[src/rtl/inst_rom_arbiter.sv]
// inst_rom_arbiter
//   Shares a single-ported, combinational-read instruction ROM between the
//   IF-stage fetch (master 0) and a debug/boot-loader read port (master 1).
//   Fetch has fixed priority. A starvation counter hands the ROM to debug
//   after STARVE_LIMIT consecutive debug denials. Read data is registered
//   with one cycle of latency.
//
// Ports
//   clk, rst              rising-edge clock, synchronous active-high reset
//   m0_req/m0_addr        fetch request and byte address
//   m0_gnt                fetch granted this cycle (combinational)
//   m0_rvalid/m0_rdata    fetch response (registered)
//   m1_req/m1_addr        debug request and byte address
//   m1_gnt                debug granted this cycle (combinational)
//   m1_rvalid/m1_rdata    debug response (registered)
//   m1_err                debug misaligned-address error, valid with m1_rvalid
//   rom_ce/rom_addr       ROM chip enable and byte address
//   rom_inst              ROM combinational read data
//   stallreq_if           fetch stall request (fetch requesting but denied)
module inst_rom_arbiter #(
   parameter int ADDR_W       = 32,
   parameter int DATA_W       = 32,
   parameter int STARVE_LIMIT = 4,
   parameter int CNT_W        = 3
) (
   input  logic              clk,
   input  logic              rst,
   input  logic              m0_req,
   input  logic [ADDR_W-1:0] m0_addr,
   output logic              m0_gnt,
   output logic              m0_rvalid,
   output logic [DATA_W-1:0] m0_rdata,
   input  logic              m1_req,
   input  logic [ADDR_W-1:0] m1_addr,
   output logic              m1_gnt,
   output logic              m1_rvalid,
   output logic [DATA_W-1:0] m1_rdata,
   output logic              m1_err,
   output logic              rom_ce,
   output logic [ADDR_W-1:0] rom_addr,
   input  logic [DATA_W-1:0] rom_inst,
   output logic              stallreq_if
);

   localparam logic [CNT_W-1:0] LIMIT = CNT_W'(STARVE_LIMIT);

   logic [CNT_W-1:0]  starve_cnt_q, starve_cnt_d;
   logic              m0_rvalid_q, m1_rvalid_q, m1_err_q;
   logic [DATA_W-1:0] m0_rdata_q, m0_rdata_d;
   logic [DATA_W-1:0] m1_rdata_q, m1_rdata_d;
   logic              starve_win;
   logic              m1_misaligned;

   assign m1_misaligned = (m1_addr[1:0] != 2'b00);
   // With LIMIT==0 the counter never leaves 0, so debug always wins.
   assign starve_win    = (starve_cnt_q == LIMIT) && m1_req;

   // Arbitration and ROM drive; everything is forced idle during reset.
   always_comb begin
      m0_gnt      = 1'b0;
      m1_gnt      = 1'b0;
      rom_addr    = '0;
      rom_ce      = 1'b0;
      stallreq_if = 1'b0;
      if (!rst) begin
         if (starve_win) begin
            m1_gnt = 1'b1;
         end else if (m0_req) begin
            m0_gnt = 1'b1;
         end else if (m1_req) begin
            m1_gnt = 1'b1;
         end
         if (m0_gnt) begin
            rom_addr = m0_addr;
         end else if (m1_gnt) begin
            rom_addr = m1_addr;
         end
         // A misaligned debug grant is answered locally, the ROM stays idle.
         rom_ce      = m0_gnt | (m1_gnt & ~m1_misaligned);
         stallreq_if = m0_req & ~m0_gnt;
      end
   end

   always_comb begin
      starve_cnt_d = starve_cnt_q;
      if (m1_gnt || !m1_req) begin
         starve_cnt_d = '0;
      end else if (starve_cnt_q != LIMIT) begin
         starve_cnt_d = starve_cnt_q + 1'b1;
      end
   end

   always_comb begin
      m0_rdata_d = m0_rdata_q;
      m1_rdata_d = m1_rdata_q;
      if (m0_gnt) begin
         m0_rdata_d = rom_inst;
      end
      if (m1_gnt) begin
         m1_rdata_d = m1_misaligned ? '0 : rom_inst;
      end
   end

   always_ff @(posedge clk) begin
      if (rst) begin
         starve_cnt_q <= '0;
         m0_rvalid_q  <= 1'b0;
         m1_rvalid_q  <= 1'b0;
         m1_err_q     <= 1'b0;
         m0_rdata_q   <= '0;
         m1_rdata_q   <= '0;
      end else begin
         starve_cnt_q <= starve_cnt_d;
         m0_rvalid_q  <= m0_gnt;
         m1_rvalid_q  <= m1_gnt;
         m1_err_q     <= m1_gnt & m1_misaligned;
         m0_rdata_q   <= m0_rdata_d;
         m1_rdata_q   <= m1_rdata_d;
      end
   end

   assign m0_rvalid = m0_rvalid_q;
   assign m0_rdata  = m0_rdata_q;
   assign m1_rvalid = m1_rvalid_q;
   assign m1_rdata  = m1_rdata_q;
   assign m1_err    = m1_err_q;

endmodule

[config.mk]
export PLATFORM = sky130hd
export DESIGN_NAME = inst_rom_arbiter
export DESIGN_NICKNAME = d
export VERILOG_FILES = /design/src/rtl/inst_rom_arbiter.sv
export SDC_FILE = /design/constraint.sdc
export NUM_CORES = 1
export LEC_CHECK = 0
export ABC_AREA = 1
export CAP_MARGIN = 20
export CORE_UTILIZATION = 33
export DETAILED_ROUTE_END_ITERATION = 10
export PLACE_DENSITY = 0.75
export SYNTH_ARGS = -nofsm -noshare
export SYNTH_HDL_FRONTEND = slang
export SYNTH_SLANG_ARGS = --single-unit
export TNS_END_PERCENT = 1
[constraint.sdc]
create_clock -name clk -period 1.4 [get_ports clk]
set_input_delay 0.21 -clock clk [delete_from_list [all_inputs] [get_ports clk]]
set_output_delay 0.21 -clock clk [all_outputs]
set_load 0.01 [all_outputs]
; ---- Yosys cells after proc, flatten, opt, wreduce, memory -nomap -nowiden
; Index checks and enable logic that the tools add are counted.
[op_classes]
bitwise_logic = 6
n_addsub = 1
n_reduce_logical = 5
muxes = 15
n_eq_ne = 2
[op_table]
columns = cell, n
row1 = 32-bit 2-to-1 mux, 4
row2 = 1-bit 2-to-1 mux, 11
row3 = "3-bit by 1-bit adder with 3-bit output, second input constant", 1
row4 = 1-bit bitwise AND, 3
row5 = "3-bit == test, second input constant", 1
row6 = "3-bit != test, second input constant", 1
row7 = 1-bit NOT, 2
row8 = 2-bit nonzero test, 1
row9 = 2-bit OR reduction, 1
row10 = 1-bit logical AND, 1
row11 = 1-bit logical NOT, 1
row12 = 1-bit logical OR, 1
row13 = 1-bit OR, 1
[totals]
register_bits = 70
input_bits = 100

; ---- Longest topological paths before layout
[logic_depth]
depth_word = 7
mapped_depth = 9
depth_no_buf = 7

; ---- Worst setup path after synthesis
; OpenSTA, ideal clock, no wires.
[synth_timing]
path_type = register -> output
start = register starve_cnt_q[0]
end = output port rom_addr[0]
t_arrival_ns = 1.266
required_time_ns = 1.190
slack_ns = -0.076
path_stages_with_launch = 10
cell_sequence = dfxtp_1 > inv_1 > ha_1 > nand3_2 > nand2_2 > inv_2 > buf_6 > buf_6 > nand2_1 > nand2_1
[synth_via]
elab_chain_len = 7
word_cells_on_any_way = 9
[synth_rtl]
columns = item, line
row1 = from (decl), 47  ; logic [CNT_W-1:0] starve_cnt_q, starve_cnt_d;
row2 = from (signal assigned), 113  ; starve_cnt_q <= starve_cnt_d;
row3 = 3-bit == test *, 56  ; assign starve_win = (starve_cnt_q == LIMIT) && m1_req;
row4 = 1-bit logical AND *, 56
row5 = 1-bit 2-to-1 mux, 66  ; if (starve_win) begin
row6 = 1-bit 2-to-1 mux, 65  ; if (!rst) begin
row7 = 32-bit 2-to-1 mux, 75  ; end else if (m1_gnt) begin
row8 = 32-bit 2-to-1 mux *, 73  ; if (m0_gnt) begin
row9 = 32-bit 2-to-1 mux *, 65
row10 = to (decl), 40  ; output logic [ADDR_W-1:0] rom_addr,
; Every way passes the cells marked *; elsewhere a longest branch is shown, timed or not. The select of a mux whose other input is x is not followed.

; ---- Worst setup path after layout
[layout_timing]
start = register starve_cnt_q[1]
end = output port rom_addr[21]
; The elaborated chain is that of the path after synthesis.

==> results.tsv <==
metric	value	unit
status	complete, but fails checks	
violations	setup timing	
power.total	5020	uW
fin_hold_ws	0.374	ns
max-slew-margin-rel	79.4	%
maxSlewViolCount	0	
synth_area_per_cell	6.45	um2
path_cells	inv_2, ha_4, nand3_4, nand2_4, inv_8, buf_12, buf_16, nand2_4, nand2_2, buf_6	
port_buffers	202	
antennaDiodeCount	0	
cp_slowest_cell	dfxtp_2	
grt_pass1_wl	19300	um
antenna_found_initial	0	
synth.ff_latch_count	70	
path_class	reg -> out	
grt_max_degree	33	
grt.total_usage	24.7	%
synth_edf_count	0	
whs_endpoint	starve_cnt_q[1]$_SDFFE_PP0P_	
post_drt_via_cell_ratio	4.67	
setup.worst_path.end_class	output port	
fin_crit_sh	134	%
maxCapViolations	0	
cpPeakStageDelay	0.33	ns
synth_nets	606	
ys_types	17	
area_growth_syn_to_layout	88.7	%
netlist_area	3250	um2
hpwl	9070	um
synth_area_leaders	dfxtp_1 (43%), nand2_1 (24%), nand3_1 (10%)	
antenna_left	0	
initial_utilization	34.6	%
htreeDepth	3	
powerDensity	818	nW/um2
worst_pin_slew	0.309	ns
syn_inst	504	
finalHoldViolCount	0	
clockRootBuffer	clkbuf_8	
rsz0062_at_grt	true	
setup_viol	47	
setup_slack	-0.474	ns
place.gp.congestion	0.807	
drc	0	
switching_share	29.3	%
num_vias	4026	
synthFlopType	dfxtp_1	
seqPwrFrac	43.4	%
synth_area_leader_cell	dfxtp_1	
wl_met1	4980	um
cts_tree	yes	
drtIter0Drc	113	
worstPathArrival	1.66	ns
crit_start	starve_cnt_q[1]$_SDFFE_PP0P_	
final_cell_mix	nand2_1 (152), clkdlybuf4s50_1 (96), nor2_1 (82)	
reg2reg_to	m0_rdata[19]$_SDFFE_PP0P_	
die_w	101	um
combPwrFrac	27.2	%
irDropWorstVdd	0.561	mV
wl_per_cell	15.0	um
reg2reg_from	starve_cnt_q[1]$_SDFFE_PP0P_	
synth_warnings	0	
dieHeight	101	um
post-route-min-period	1.87	ns
clockBufferDepth	2	
wirelength	12900	um
netlist.area_leader.share	43.1	%
fp.dieArea	10300	um2
crit_path_frequent_cell	nand2_4	
hold_path_class	in -> reg	
clkTransAtPathRegs	0.07	ns
cts_inserted_buffers	9	
ys_seq_area_share	43.1	%
fin_worst_skew	0.0117	ns
fmax	534	MHz
dr.max_layer_used	met4	
pwr-share-clk	29.4	%
ioPinCount	203	
min_from	m1_req	
fin_nets	831	
hold_path_depth	3	
dr.pass1.iters	4	
p_sw	1470	uW
grt_pass1_vias	3866	
ctsHoldBuffers	0	
synthArstFlopShare	0	%
rr_worst_depth	12	
nFillCells	853	
p_int	3550	uW
insertion_delay	0.35	ns
p_leak	0.00318	uW
layout_commonest_cell	nand2_1	
overflow	0	
critPathLaunchType	register	
clock_sinks	70	
cp_max_fo	5	
required	1.19	ns
drive_above_1_share	23.0	%
route.met2.wl	6740	um
ff2ff_setup_slack	-0.26	ns
core-area	9420	um2
met3_length	947	um
fp-row-count	35	
## worst max-delay path, delay by kind of cell (launching register included)
kind,cells,cell delay [ns]
flip-flops,1,0.33
buffers and inverters,5,0.51
adder cells (fa/ha/maj),1,0.14
AND/OR/NAND/NOR,4,0.35
## Yosys cell counts (2+ instances only)
| cell | instances |
|---|---|
| buf_2 | 15 |
| buf_6 | 5 |
| clkbuf_1 | 12 |
| dfxtp_1 | 70 |
| ha_1 | 2 |
| inv_1 | 21 |
| inv_2 | 2 |
| nand2_1 | 208 |
| nand2_2 | 2 |
| nand3_1 | 65 |
| nand3b_1 | 13 |
| nor2_1 | 84 |
## worst max-delay path by stage
stage              endpoint  slack [ns]  cells past startpoint
2_1_floorplan  rom_addr[10]      -0.001                      9
3_3_place_gp   rom_addr[21]       -0.85                      9
3_5_place_dp   rom_addr[21]       -0.91                      9
4_1_cts         rom_addr[0]       -0.48                     10
5_1_grt        rom_addr[21]       -0.56                     10
6_report       rom_addr[21]       -0.47                     10
## state kept, by name, indices dropped and copies added (netlist names)
signal,flops
starve_cnt_q,3
m1_rvalid,1
m0_rvalid,1
m1_err,1
m0_rdata,32
m1_rdata,32
## kinds of logic after synthesis
| group | synth area share (%) |
|---|---|
| buffers and inverters | 8.19 |
| adders and majority gates | 0.769 |
| xor gates and xnor gates | 0.269 |
| and+or+nand+nor | 47.5 |
| AOI/OAI and AO/OA | 0.154 |
| DFF | 43.1 |
## power groups by stage
stage	logic, uW	clock network [uW]	registers [uW]
after floorplan	426	0	2290
after global placement	1290	0	2230
after detailed placement	1310	0	2230
after CTS	1330	1530	2180
after global routing	1470	1640	2200
final	1360	1480	2180
## stage by stage
stage                     area [um2]  setup TNS, ns  worst slack [ns]  utilization (%)  instances
after CTS                       6050         -16.49            -0.484             64.2        863
after floorplan                 3330        -0.0221          -0.00101                -        504
after global placement          5650         -45.13            -0.853             60.0        836
final                           6140         -16.19            -0.474             65.2        863
after detailed placement        5650         -49.70            -0.907             60.0        836
after global routing            6140         -20.29            -0.560             65.2        863
## repair_timing
item                                    CTS  global route
buffers inserted                          7             0
endpoints found under the setup margin  152            87
gates resized for setup                 291            27
cloned                                    4             0
pin swaps                                 9             8
## routing by layer
| layer | up-vias | track usage, % |
|---|---|---|
| met3 | 20 | 6.90 |
| met1 | 1855 | 26.6 |
| met2 | 144 | 46.5 |
| met5 | - | 0 |
| li1 | 2007 | - |
| met4 | 0 | 7.80 |
## final cells by class
| cell class | instances | area (um2) | area share (%) |
|---|---|---|---|
| inverters | 23 | 93.8 | 1.53 |
| well taps | 129 | 161 | 2.63 |
| clock buffers | 11 | 141 | 2.30 |
| clock inverters | 5 | 33.8 | 0.550 |
| flip-flops and latches | 70 | 1410 | 22.9 |
| multi-input cells | 378 | 1810 | 29.5 |
| repair buffers | 247 | 2490 | 40.6 |
No activity file was read; power rests on OpenSTA's default activity.
